==> src/rtl/fifo_lvl.sv <==
// fifo_lvl: single-clock FIFO with fill level, almost-full/empty thresholds,
// sticky overflow/underflow flags and first-word-fall-through or registered read.
module fifo_lvl #(
    parameter int DATA_SZ    = 8,
    parameter int ADDR_SZ    = 4,
    parameter int AFULL_LVL  = (1 << ADDR_SZ) - 2,
    parameter int AEMPTY_LVL = 1,
    parameter int FWFT       = 1
) (
    input  logic               i_clk,
    input  logic               i_rst,
    input  logic               i_clr,
    input  logic               i_wr,
    input  logic [DATA_SZ-1:0] i_data,
    output logic               o_full,
    output logic               o_afull,
    input  logic               i_rd,
    output logic [DATA_SZ-1:0] o_data,
    output logic               o_empty,
    output logic               o_aempty,
    output logic [ADDR_SZ:0]   o_count,
    output logic               o_ovf,
    output logic               o_udf
);
    localparam int DEPTH = 1 << ADDR_SZ;
    localparam logic [ADDR_SZ:0] CNT_FULL = (ADDR_SZ+1)'(DEPTH);
    logic [DATA_SZ-1:0] ram [DEPTH];
    logic [ADDR_SZ:0]   wr_ptr_q, wr_ptr_d, rd_ptr_q, rd_ptr_d, count;
    logic               ovf_q, ovf_d, udf_q, udf_d;
    logic               rd_ok, wr_ok, wr_en;
    logic [DATA_SZ-1:0] head;
    // The extra wrap bit lets the pointer difference span 0..DEPTH, so it is the fill level.
    assign count = wr_ptr_q - rd_ptr_q;
    assign rd_ok = i_rd && count != '0;
    assign wr_ok = i_wr && (count != CNT_FULL || rd_ok);
    assign wr_en = wr_ok && !i_clr && !i_rst;
    assign head  = ram[rd_ptr_q[ADDR_SZ-1:0]];
    always_comb begin
        wr_ptr_d = i_clr ? '0 : wr_ptr_q + (ADDR_SZ+1)'(wr_ok);
        rd_ptr_d = i_clr ? '0 : rd_ptr_q + (ADDR_SZ+1)'(rd_ok);
        ovf_d    = !i_clr && (ovf_q || (i_wr && !wr_ok));
        udf_d    = !i_clr && (udf_q || (i_rd && !rd_ok));
    end
    always_ff @(posedge i_clk) begin
        if (i_rst) begin
            wr_ptr_q <= '0;
            rd_ptr_q <= '0;
            ovf_q    <= 1'b0;
            udf_q    <= 1'b0;
        end else begin
            wr_ptr_q <= wr_ptr_d;
            rd_ptr_q <= rd_ptr_d;
            ovf_q    <= ovf_d;
            udf_q    <= udf_d;
        end
    end
    always_ff @(posedge i_clk) begin
        if (wr_en) ram[wr_ptr_q[ADDR_SZ-1:0]] <= i_data;
    end
    if (FWFT != 0) begin : g_fwft
        assign o_data = head;
    end else begin : g_reg
        logic [DATA_SZ-1:0] data_q, data_d;
        assign data_d = (rd_ok && !i_clr) ? head : data_q;
        always_ff @(posedge i_clk) begin
            if (i_rst) data_q <= '0;
            else       data_q <= data_d;
        end
        assign o_data = data_q;
    end
    assign o_count  = count;
    assign o_full   = count == CNT_FULL;
    assign o_empty  = count == '0;
    assign o_afull  = int'(count) >= AFULL_LVL;
    assign o_aempty = int'(count) <= AEMPTY_LVL;
    assign o_ovf    = ovf_q;
    assign o_udf    = udf_q;
endmodule
==> config.mk <==
export PLATFORM = sky130hd
export DESIGN_NAME = fifo_lvl
export DESIGN_NICKNAME = d
export VERILOG_FILES = /design/src/rtl/fifo_lvl.sv
export SDC_FILE = /design/constraint.sdc
export NUM_CORES = 1
export LEC_CHECK = 0
export CAP_MARGIN = 20
export CORE_MARGIN = 4
export CORE_UTILIZATION = 41
export CTS_CLUSTER_SIZE = 14
export DETAILED_ROUTE_END_ITERATION = 10
export HOLD_SLACK_MARGIN = 0.05
export MAX_ROUTING_LAYER = met4
export PLACE_DENSITY = 0.6
export REMOVE_ABC_BUFFERS = 1
export SYNTH_ARGS = -nofsm -noshare
export SYNTH_HDL_FRONTEND = slang
export SYNTH_SLANG_ARGS = --single-unit
==> constraint.sdc <==
create_clock -name i_clk -period 4.8 [get_ports i_clk]
set_clock_uncertainty 0.1 [all_clocks]
set_input_delay 0.72 -clock i_clk [delete_from_list [all_inputs] [get_ports i_clk]]
set_output_delay 0.72 -clock i_clk [all_outputs]
set_load 0.01 [all_outputs]
==> metrics.md <==
| Metric | Value |
|---|---|
| Status | finished clean |
| Yosys reg bits | between 100 and 150 |
| PD cells | 410.8 mW/mm^2 |
| Setup TNS | 0 ns |
| Hold_ws | between 0.3 and 0.4 ns |
| DP Cell Count | 532 |
| Fmax | 253.5 MHz |
| # Post-CTS Setup Buffers | 0 |
| Worst-Margin Slew | 0.6665 ns |
| Sequential area share after synthesis | 71.06% |
| Fin area | 0.007018 sq mm |
| Layout cells sized above 1 | 24.48% |
| Die X-Extent | between 100 and 150 um |
| RSZ-0062 raised after global routing | no |
| Initial DRC Count | about 220 |
| Root buf cell | clkbuf_16 |
| Reg2reg setup slack | 1.25 ns |
| CTS tree | built |
| Hold path start | o_udf |
| Critical path fanouts, max | 9 |
| Final setup viols | 0 |
| EDFF count, synth | roughly 130 |
| Area of placed instances | 0.006387 sq mm |
| Largest net degree at the start of global routing | 34 |
| Gate Count Post-Synth | 320 |
| Residual DRC | 0 |
| VDD IR max | 0.0002238 V |
| Hold path cells | 1 |
| First-pass GRT wire length | about 18,000 um |
| Drt wl/cell | between 20 and 25 um |
| Clock Path Buffers | 2 |
| Clock Latency Late Sink | 0.41 ns |
| Antenna Nets Post-Route | 0 |
| Gr ovfl total | 0 |
| Vias | 2,992 |
| Antenna diode count | 0 |
| Tmin final | 3.945 ns |
| Netlist cell types | 37 |
| Starting Density | a little over two fifths |
| Critical Path Start | rd_ptr_q[1] |
| Core ar. | 0.01351 sq mm |
| Clock transition at path regs | around 0.050 ns |
| Io pins | 32 |
| CTS Sinks | 140 |
| Max cap viols | 0 |
| CP startpoint kind | register |
| Max transition margin | between 50% and 60% |
| PortBufs | 31 |
| Post-CTS resize count | 0 |
| Hold crit path type | reg -> reg |
| CP required | 3.98 ns |
| Synth-to-Final Area Change | 22.12% |
| FFs w/ async S/R, synth | 0% |
| Synthesized area per cell | ~18 sq um |
| Die Height | roughly 130 um |
| Final nets | 397 |
| Commonest cells after routing, fill and taps aside | edfxtp_1, nand2_1, mux4_2 |
| Gr usage total | between 10% and 20% |
| Reg2Reg Depth | 13 |
| Commonest non-fill, non-tap cell in the layout | edfxtp_1 |
| Die ar. | 0.01597 sq mm |
| Worst R2R End | wr_ptr_q[4] |
| Detail Placement HPWL | ~7700 um |
| Vias in the first global route | 3,072 |
| Endpoints failing hold | 0 |
| Syn. warnings | 0 |
| Vias/cell | 5.305 |
| WS Path Type | reg -> out |
| Pins over their slew limit | 0 |
| Crit. End Element | primary output |
| GPL Wtd Cong | 0.7508 |
| H-tree Lvls | 4 |
| Static Leakage | 2.298 nW |
| Hold buffer count at CTS | 0 |
| TritonCTS Buffers | 17 |
| Reg2reg start | rd_ptr_q[3] |
| CP arrival | 3.13 ns |
| Final std cells w/o fill | 564 |
| Initial antenna violation count | 0 |
| Part of the cycle the worst path needs | 82.19% |
| Row cnt | 42 |
| Synthesized area | 0.005747 sq mm |
| Hold endpoint | o_udf |
| Routed WL | 11,930 um |
| Drt pass-1 iters | 6 |
| Primary FF master, synth | edfxtp_1 |
-- where the power goes --
group / switching, mW / leakage, nW / internal (mW)
registers: 0.00244 / 1.25 / 1.34
logic: 0.0861 / 0.742 / 0.0816
clock network: 0.461 / 0.307 / 0.916
-- sequential cells by signal (all words and copies together), names as in the netlist --
name,count
ram,128
o_udf,1
wr_ptr_q,5
rd_ptr_q,5
o_ovf,1
-- stage by stage --
| step | utilization (%) | setup WS [ns] | total power, mW |
|---|---|---|---|
| final | 51.96 | 0.8549 | 2.883 |
| after global routing | 51.96 | 0.6333 | 2.979 |
| after CTS | 51.96 | 0.7754 | 2.911 |
| after detailed placement | 47.29 | 1.239 | 1.535 |
| after global placement | 47.29 | 1.356 | 1.533 |
| after floorplan | - | 0.4983 | 1.450 |
-- area by class of cell --
class	instances	area, sq um
timing repair buffer	51	460.4
tap	176	220.2
clock buffer	19	432.9
sequential	140	4085
fill	1089	6487
multi-input combinational	157	1592
clock inverter	13	197.7
inverter	8	30.03
-- cells in the mapped netlist, drive strengths merged, types with 3 or more instances --
cell,n,share of area (%)
clkinv,3,0.20
a31oi,8,0.87
ha,8,1.7
and3,8,0.87
buf,10,1.2
and2,5,0.54
xor2,6,1.2
nand2,35,2.3
nand3,8,0.70
inv,5,0.33
xnor2,4,0.74
mux4,32,13
nor4,11,1.2
dfxtp,12,4.2
edfxtp,128,67
nor2,9,0.59
clkbuf,5,0.33
nor4b,7,1.3
-- cells by family (layout without fill, tap and decap cells) --
family / count (synthesis) / in the layout / synth area share, %
compound gates: 14 / 14 / 1.720
xor+xnor: 10 / 10 / 1.981
fa+ha+maj: 9 / 9 / 2.090
buf+inv: 23 / 91 / 2.003
flops: 140 / 140 / 71.06
mux: 32 / 32 / 12.54
simple gates: 92 / 92 / 8.600
-- critical path, cell delays in order, from the launching register on --
cell and delay (ns):
dfxtp_1 0.58, clkinv_1 0.37, ha_1 0.38, nand2_1 0.05, o21ai_2 0.21, xor2_4 0.14
nor3_1 0.36, clkdlybuf4s50_1 0.61
-- worst max path at each step --
stage	end	slack (ns)	cells after the start
6_report	o_empty	0.85	7
5_1_grt	o_full	0.63	7
4_1_cts	o_full	0.78	7
3_5_place_dp	o_full	1.24	7
3_3_place_gp	o_empty	1.36	7
2_1_floorplan	wr_ptr_q[4]	0.50	12
-- per-layer routing --
layer | routed length, um | track usage [%]
met2 | 6038 | 24.88
met5 | 0 | -
met3 | 276 | 3.573
met1 | 5441 | 21.21
met4 | 169 | 6.057
No activity file was read; power rests on OpenSTA's default activity.
